<file path="src/rtl/cpu_debug_ctrl_if.sv">
// Core-side bus of the run/halt/step controller: PC/trap inputs, stall/commit
// outputs and the breakpoint register write port.
interface cpu_debug_ctrl_if #(
    parameter int unsigned XLEN   = 64,
    parameter int unsigned NUM_BP = 4
);
    localparam int unsigned IdxW = (NUM_BP > 1) ? $clog2(NUM_BP) : 1;

    logic [XLEN-1:0] pc;
    logic            is_debug;
    logic            stall;
    logic            commit_en;
    logic            bp_wr_en;
    logic [IdxW-1:0] bp_wr_idx;
    logic [XLEN-1:0] bp_wr_addr;
    logic            bp_wr_valid;

    modport master (
        output pc, is_debug, bp_wr_en, bp_wr_idx, bp_wr_addr, bp_wr_valid,
        input  stall, commit_en
    );

    modport slave (
        input  pc, is_debug, bp_wr_en, bp_wr_idx, bp_wr_addr, bp_wr_valid,
        output stall, commit_en
    );
endinterface

</file>
<file path="src/rtl/cpu_debug_ctrl.sv">
// Run/halt/step controller for the RV64 single-cycle core: debounced continue
// key, NUM_BP PC breakpoints, N-instruction stepping, halt cause/PC reporting.
// Optional: define HALT_CNT_EN to build the 32-bit halt-entry counter.
module cpu_debug_ctrl #(
    parameter int unsigned XLEN            = 64,
    parameter int unsigned NUM_BP          = 4,
    parameter int unsigned DEBOUNCE_CYCLES = 16,
    parameter int unsigned STEP_W          = 8
) (
    input  logic              clk,
    input  logic              rst,
    input  logic              continue_key,
    input  logic              step_mode,
    input  logic [STEP_W-1:0] step_count,
    cpu_debug_ctrl_if.slave   bus,
    output logic              halted,
    output logic [1:0]        halt_cause,
    output logic [XLEN-1:0]   halt_pc,
    output logic [31:0]       halt_cnt
);
    localparam int unsigned IdxW = (NUM_BP > 1) ? $clog2(NUM_BP) : 1;
    localparam int unsigned DbW  = $clog2(DEBOUNCE_CYCLES + 1);

    typedef enum logic [1:0] {StRun, StHalt, StStep} state_e;

    state_e            state_q, state_d;
    logic              mask_q, mask_d;
    logic              pend_q, pend_d;
    logic [STEP_W-1:0] cnt_q, cnt_d;
    logic [1:0]        cause_q, cause_d;
    logic [XLEN-1:0]   hpc_q, hpc_d;

    logic [1:0]        sync_q;
    logic              key_level_q;
    logic              cont_pulse_q;
    logic [DbW-1:0]    db_cnt_q;

    logic [NUM_BP-1:0] bp_valid_q;
    logic [XLEN-1:0]   bp_addr_q [NUM_BP];

    logic              bp_hit;
    logic              trig;
    logic              fire;
    logic [1:0]        trig_cause;
    logic              stall;

    // Key synchroniser and debouncer; one-cycle pulse on the accepted rising level.
    always_ff @(posedge clk or negedge rst) begin
        if (!rst) begin
            sync_q       <= '0;
            key_level_q  <= 1'b0;
            cont_pulse_q <= 1'b0;
            db_cnt_q     <= '0;
        end else begin
            sync_q       <= {sync_q[0], continue_key};
            cont_pulse_q <= 1'b0;
            if (sync_q[1] == key_level_q) begin
                db_cnt_q <= '0;
            end else if (db_cnt_q == DbW'(DEBOUNCE_CYCLES - 1)) begin
                db_cnt_q     <= '0;
                key_level_q  <= sync_q[1];
                cont_pulse_q <= sync_q[1];
            end else begin
                db_cnt_q <= db_cnt_q + 1'b1;
            end
        end
    end

    // Breakpoint registers; out-of-range slot indices are ignored.
    always_ff @(posedge clk or negedge rst) begin
        if (!rst) begin
            bp_valid_q <= '0;
            for (int unsigned i = 0; i < NUM_BP; i++) bp_addr_q[i] <= '0;
        end else begin
            for (int unsigned i = 0; i < NUM_BP; i++) begin
                if (bus.bp_wr_en && (bus.bp_wr_idx == IdxW'(i))) begin
                    bp_valid_q[i] <= bus.bp_wr_valid;
                    bp_addr_q[i]  <= bus.bp_wr_addr;
                end
            end
        end
    end

    // Trigger: debug trap or any valid breakpoint matching the current PC.
    always_comb begin
        bp_hit = 1'b0;
        for (int unsigned i = 0; i < NUM_BP; i++) begin
            bp_hit = bp_hit | (bp_valid_q[i] & (bus.pc == bp_addr_q[i]));
        end
    end

    assign trig       = bus.is_debug | bp_hit;
    assign trig_cause = bus.is_debug ? 2'd1 : 2'd2;
    assign fire       = trig & ~mask_q;

    // Next-state logic; mask lets the halting instruction execute once on resume.
    always_comb begin
        state_d = state_q;
        mask_d  = 1'b0;
        pend_d  = 1'b0;
        cnt_d   = cnt_q;
        cause_d = cause_q;
        hpc_d   = pend_q ? bus.pc : hpc_q;
        stall   = 1'b0;
        case (state_q)
            StRun: begin
                stall = fire;
                if (fire) begin
                    state_d = StHalt;
                    cause_d = trig_cause;
                    hpc_d   = bus.pc;
                end
            end
            StHalt: begin
                stall = 1'b1;
                if (cont_pulse_q) begin
                    mask_d = 1'b1;
                    if (step_mode) begin
                        state_d = StStep;
                        cnt_d   = (step_count == '0) ? STEP_W'(1) : step_count;
                    end else begin
                        state_d = StRun;
                    end
                end
            end
            StStep: begin
                stall = fire;
                if (fire) begin
                    state_d = StHalt;
                    cause_d = trig_cause;
                    hpc_d   = bus.pc;
                end else begin
                    cnt_d = cnt_q - 1'b1;
                    if (cnt_q == STEP_W'(1)) begin
                        // Halt PC is the next instruction, captured one cycle later.
                        state_d = StHalt;
                        cause_d = 2'd3;
                        pend_d  = 1'b1;
                    end
                end
            end
            default: state_d = StRun;
        endcase
    end

    // Controller state register.
    always_ff @(posedge clk or negedge rst) begin
        if (!rst) begin
            state_q <= StRun;
            mask_q  <= 1'b0;
            pend_q  <= 1'b0;
            cnt_q   <= '0;
            cause_q <= 2'd0;
            hpc_q   <= '0;
        end else begin
            state_q <= state_d;
            mask_q  <= mask_d;
            pend_q  <= pend_d;
            cnt_q   <= cnt_d;
            cause_q <= cause_d;
            hpc_q   <= hpc_d;
        end
    end

`ifdef HALT_CNT_EN
    logic        halt_entry;
    logic [31:0] halt_cnt_q;

    assign halt_entry = (state_d == StHalt) && (state_q != StHalt);

    // Halt-entry counter, wraps naturally.
    always_ff @(posedge clk or negedge rst) begin
        if (!rst) begin
            halt_cnt_q <= '0;
        end else if (halt_entry) begin
            halt_cnt_q <= halt_cnt_q + 32'd1;
        end
    end

    assign halt_cnt = halt_cnt_q;
`else
    assign halt_cnt = '0;
`endif

    assign bus.stall     = stall;
    assign bus.commit_en = ~stall;
    assign halted        = (state_q == StHalt);
    assign halt_cause    = cause_q;
    assign halt_pc       = hpc_q;
endmodule

</file>
<file path="src/flat_wrapper.sv">
// flat-port wrapper written by rule: the top's interface ports become plain ports
module cpu_debug_ctrl_flat 
#(
    parameter int unsigned XLEN            = 64,
    parameter int unsigned NUM_BP          = 4,
    parameter int unsigned DEBOUNCE_CYCLES = 16,
    parameter int unsigned STEP_W          = 8
)
  (clk, rst, continue_key, step_mode, step_count, halted, halt_cause, halt_pc, halt_cnt, bus_pc, bus_is_debug, bus_bp_wr_en, bus_bp_wr_idx, bus_bp_wr_addr, bus_bp_wr_valid, bus_stall, bus_commit_en);
  cpu_debug_ctrl_if #(.XLEN(XLEN), .NUM_BP(NUM_BP)) bus_i ();
  input  logic clk;
  input  logic rst;
  input  logic continue_key;
  input  logic step_mode;
  input  logic [STEP_W-1:0] step_count;
  output logic halted;
  output logic [1:0] halt_cause;
  output logic [XLEN-1:0] halt_pc;
  output logic [31:0] halt_cnt;
  input wire logic [$bits(bus_i.pc)-1:0] bus_pc;
  input wire logic [$bits(bus_i.is_debug)-1:0] bus_is_debug;
  input wire logic [$bits(bus_i.bp_wr_en)-1:0] bus_bp_wr_en;
  input wire logic [$bits(bus_i.bp_wr_idx)-1:0] bus_bp_wr_idx;
  input wire logic [$bits(bus_i.bp_wr_addr)-1:0] bus_bp_wr_addr;
  input wire logic [$bits(bus_i.bp_wr_valid)-1:0] bus_bp_wr_valid;
  output wire logic [$bits(bus_i.stall)-1:0] bus_stall;
  output wire logic [$bits(bus_i.commit_en)-1:0] bus_commit_en;
  assign bus_i.pc = bus_pc;
  assign bus_i.is_debug = bus_is_debug;
  assign bus_i.bp_wr_en = bus_bp_wr_en;
  assign bus_i.bp_wr_idx = bus_bp_wr_idx;
  assign bus_i.bp_wr_addr = bus_bp_wr_addr;
  assign bus_i.bp_wr_valid = bus_bp_wr_valid;
  assign bus_stall = bus_i.stall;
  assign bus_commit_en = bus_i.commit_en;
  cpu_debug_ctrl #(.XLEN(XLEN), .NUM_BP(NUM_BP), .DEBOUNCE_CYCLES(DEBOUNCE_CYCLES), .STEP_W(STEP_W)) u_core (.clk(clk), .rst(rst), .continue_key(continue_key), .step_mode(step_mode), .step_count(step_count), .bus(bus_i), .halted(halted), .halt_cause(halt_cause), .halt_pc(halt_pc), .halt_cnt(halt_cnt));
endmodule
</file>
<file path="config.mk">
export PLATFORM = sky130hd
export DESIGN_NAME = cpu_debug_ctrl_flat
export DESIGN_NICKNAME = d
export VERILOG_FILES = /design/src/rtl/cpu_debug_ctrl_if.sv /design/src/rtl/cpu_debug_ctrl.sv /design/src/flat_wrapper.sv
export SDC_FILE = /design/constraint.sdc
export NUM_CORES = 1
export LEC_CHECK = 0
export CAP_MARGIN = 40
export CORE_MARGIN = 5
export CORE_UTILIZATION = 59
export DETAILED_ROUTE_END_ITERATION = 10
export PLACE_DENSITY = 0.94
export SETUP_SLACK_MARGIN = 0.4
export SLEW_MARGIN = 40
export SYNTH_ARGS = -nofsm -noshare
export SYNTH_HDL_FRONTEND = slang
export SYNTH_SLANG_ARGS = --single-unit
</file>
<file path="constraint.sdc">
create_clock -name clk -period 6.1 [get_ports clk]
set_input_delay 0.61 -clock clk [delete_from_list [all_inputs] [get_ports clk]]
set_output_delay 0.61 -clock clk [all_outputs]
set_load 0.01 [all_outputs]
</file>
==> reports/qor.csv <==
metric,value,unit
synth.area.mux_share,22.8,%
gp_congestion,1.02,
clk_latency,0.53,ns
drive_gt1_share,25.5,%
status,completed,
cts_tree,yes,
crit_type,in -> out,
period_share,84.6,%
worst_slew_pin_slew,0.775,ns
synth-compound-area-share,3.77,%
ioPinCount,246,
core_area,27900,um^2
post_cts_buffers,0,
final_cell_area,20200,um^2
slowest_delay,0.58,ns
drtIter0Drc,1181,
ant_nets,0,
fin_setup_tns,0,ns
vias_per_cell,5.96,
clock.fmax,194,MHz
drc_errors,0,
vias,11300,
clk_pin_slew,0.06,ns
max_slew_margin,47.9,%
drv_slew,0,
initial_core_util,60.2,%
rows,61,
syn_inst,1313,
final.min_clock_period,5.16,ns
cpLargestDelayFamily,compound AO/OA/AOI/OAI gates,
synth_top_family_by_area,multiplexers,
h-tree-depth,2,
grt_usage,31.4,%
synth-adder-area-share,0.223,%
die_h,179,um
synth-edff-count,0,
cap_violations,0,
cp-start-kind,input pin,
powerDensity,357,nW/um^2
die-area,32000,um^2
synth-seq-cells,347,
grt_pass1_wl,74.3,mm
worstSetupEndpointType,output port,
power_leakage,8.51,nW
synth.distinct_cells,52,
power,7.22,mW
wl_per_cell,26.4,um
synthSimpleGateAreaFrac,6.37,%
max-vdd-ir-drop,0.000244,V
cts_hold_buffers,0,
clockBufferDepth,3,
required,5.49,ns
skew,0.0215,ns
synth_top_area_cell,dfrtp_1,
ctsResizeCount,0,
fin_util,72.5,%
antenna_found_initial,2,
syn_to_final_growth,20.3,%
slowest_stage,nor4_1,
synth-seq-area-share,51.6,%
fp.dieW,179,um
netlist_area,16800,um^2
fin_nets,1635,
hold_viol,0,
grt_pass1_vias,11800,
grt_max_degree,141,
dpl.hpwl,36.4,mm
rsz0062_at_grt,no,
cp.arrival,4.55,ns
whs,0.0195,ns
cp_num_buf_inv,3,
async_flop_share,100,%
first_pass_iters,8,
crit_chain,"clkdlybuf4s50_1, xnor2_1, o221ai_1, nor4_1, nand4_1, o41a_1, a31oi_4, a21oi_1, inv_1, clkdlybuf4s50_1",
avgSynthCellArea,12.8,um^2
drt_wl_total,49.9,mm
ys.flop_type,dfrtp_1,
synth_top_area_share,51.6,%
hold_class,in -> async,
grt_overflow,0,
portBuffers,213,
setup_violations,0,
cts_root_buf,clkbuf_16,
cp_max_fo,14,
yosysWarnings,0,
cpMostUsedCell,clkdlybuf4s50_1,
placed_cell_area,19000,um^2
synth_area_leaders,"dfrtp_1 52%, mux2_2 17%, xnor2_1 8.3%",
r2r_setup_slack,2.25,ns
clock-sinks,347,
synth-xor-area-share,10.5,%
cts_buffers,37,
==> state kept, by name (all words and copies together), names as in the netlist <==
| register | flops |
|---|---|
| u_core.bp_addr_q | 256 |
| u_core.bp_valid_q | 4 |
| u_core.cnt_q | 8 |
| u_core.cont_pulse_q | 1 |
| u_core.db_cnt_q | 5 |
| u_core.halt_cause | 2 |
| u_core.halt_pc | 64 |
| u_core.key_level_q | 1 |
| u_core.mask_q | 1 |
| u_core.pend_q | 1 |
| u_core.state_q | 2 |
| u_core.sync_q | 2 |
==> path summary, 6_finish.rpt <==
| kind | startpoint | end | depth (start not counted) |
|---|---|---|---|
| setup / recovery | bus_pc[61] | bus_stall | 10 |
| hold / removal | rst | u_core.cnt_q[0] | 1 |
| setup reg to reg | u_core.bp_addr_q[125] | u_core.halt_pc[4] | 9 |
| hold reg to reg | u_core.sync_q[0] | u_core.sync_q[1] | 0 |
| max in group asynchronous | rst | u_core.bp_addr_q[240] | 3 |
| min in group clk | u_core.sync_q[0] | u_core.sync_q[1] | 0 |
==> Yosys cell counts, drive strengths merged (2+ instances only) <==
cell type,number
o22ai,11
a22o,2
a31oi,3
nor2,13
nor2b,14
o2111ai,12
buf,45
a2bb2oi,2
nor3,10
a2111o,2
nand3b,3
nand3,13
ha,3
dfrtp,347
a21oi,8
nand2,28
and2,2
clkbuf,74
a22oi,6
o21ai,17
xor2,42
nor4,23
and4,2
o211ai,2
inv,47
o221ai,3
o31ai,2
mux2,320
a32oi,2
nand2b,38
nand4,40
xnor2,159
a2111oi,3
a221o,3
==> power by group <==
part | total [mW] | internal [mW] | switching [mW]
Clock | 2.18 | 1.29 | 0.889
Combinational | 1.89 | 1.06 | 0.833
Sequential | 3.15 | 2.80 | 0.353
==> placed cells by master, fill, tap and decap left out, types with 4 or more instances in the layout <==
cell | synthesis | layout
nor2b_1 | 14 | 14
nand2b_1 | 38 | 38
clkbuf_16 | 0 | 38
clkbuf_8 | 0 | 5
o22ai_1 | 11 | 11
buf_6 | 6 | 6
nand3_1 | 13 | 12
nand2_1 | 28 | 28
mux2_2 | 260 | 260
clkdlybuf4s50_1 | 0 | 212
o21ai_0 | 17 | 17
o2111ai_1 | 12 | 12
inv_1 | 47 | 47
nand4_1 | 40 | 40
a21oi_1 | 7 | 7
nor4_1 | 23 | 23
xnor2_1 | 159 | 159
xor2_1 | 42 | 42
nor3_1 | 10 | 10
a22oi_1 | 6 | 6
clkinv_2 | 0 | 4
mux2_4 | 60 | 60
dfrtp_1 | 347 | 347
conb_1 | 1 | 32
nor2_1 | 13 | 13
clkbuf_1 | 74 | 13
==> routing by layer <==
| layer | global-route usage (%) | share of wire [%] |
|---|---|---|
| met1 | 40.9 | 39 |
| met3 | 9.07 | 9.3 |
| met5 | 0 | 0.016 |
| met2 | 49.4 | 47 |
| met4 | 13.1 | 4.6 |
==> cell type report <==
| class | instances | area [um^2] |
|---|---|---|
| sequential | 347 | 8680 |
| fill | 1799 | 7690 |
| multi-input combinational | 831 | 7470 |
| timing repair buffer | 223 | 2270 |
| clock buffer | 56 | 1070 |
| tap | 378 | 473 |
| inverter | 47 | 176 |
| clock inverter | 7 | 96.3 |
| antenna | 1 | 2.50 |
==> metrics by stage <==
stage / setup slack, ns / std cells
6_report: 0.937 / 1890
3_3_place_gp: 1.07 / 1825
2_1_floorplan: 2.91 / 1344
4_1_cts: 1.02 / 1888
3_5_place_dp: 1.07 / 1825
5_1_grt: 0.898 / 1889
==> cells by family after synthesis <==
logic type      Yosys count
other cells               1
simple gates            190
xor+xnor                201
buf+inv                 166
fa+ha+maj                 3
compound gates           84
flops                   347
mux                     321
Note: power is estimated with default switching activity, not from simulation.
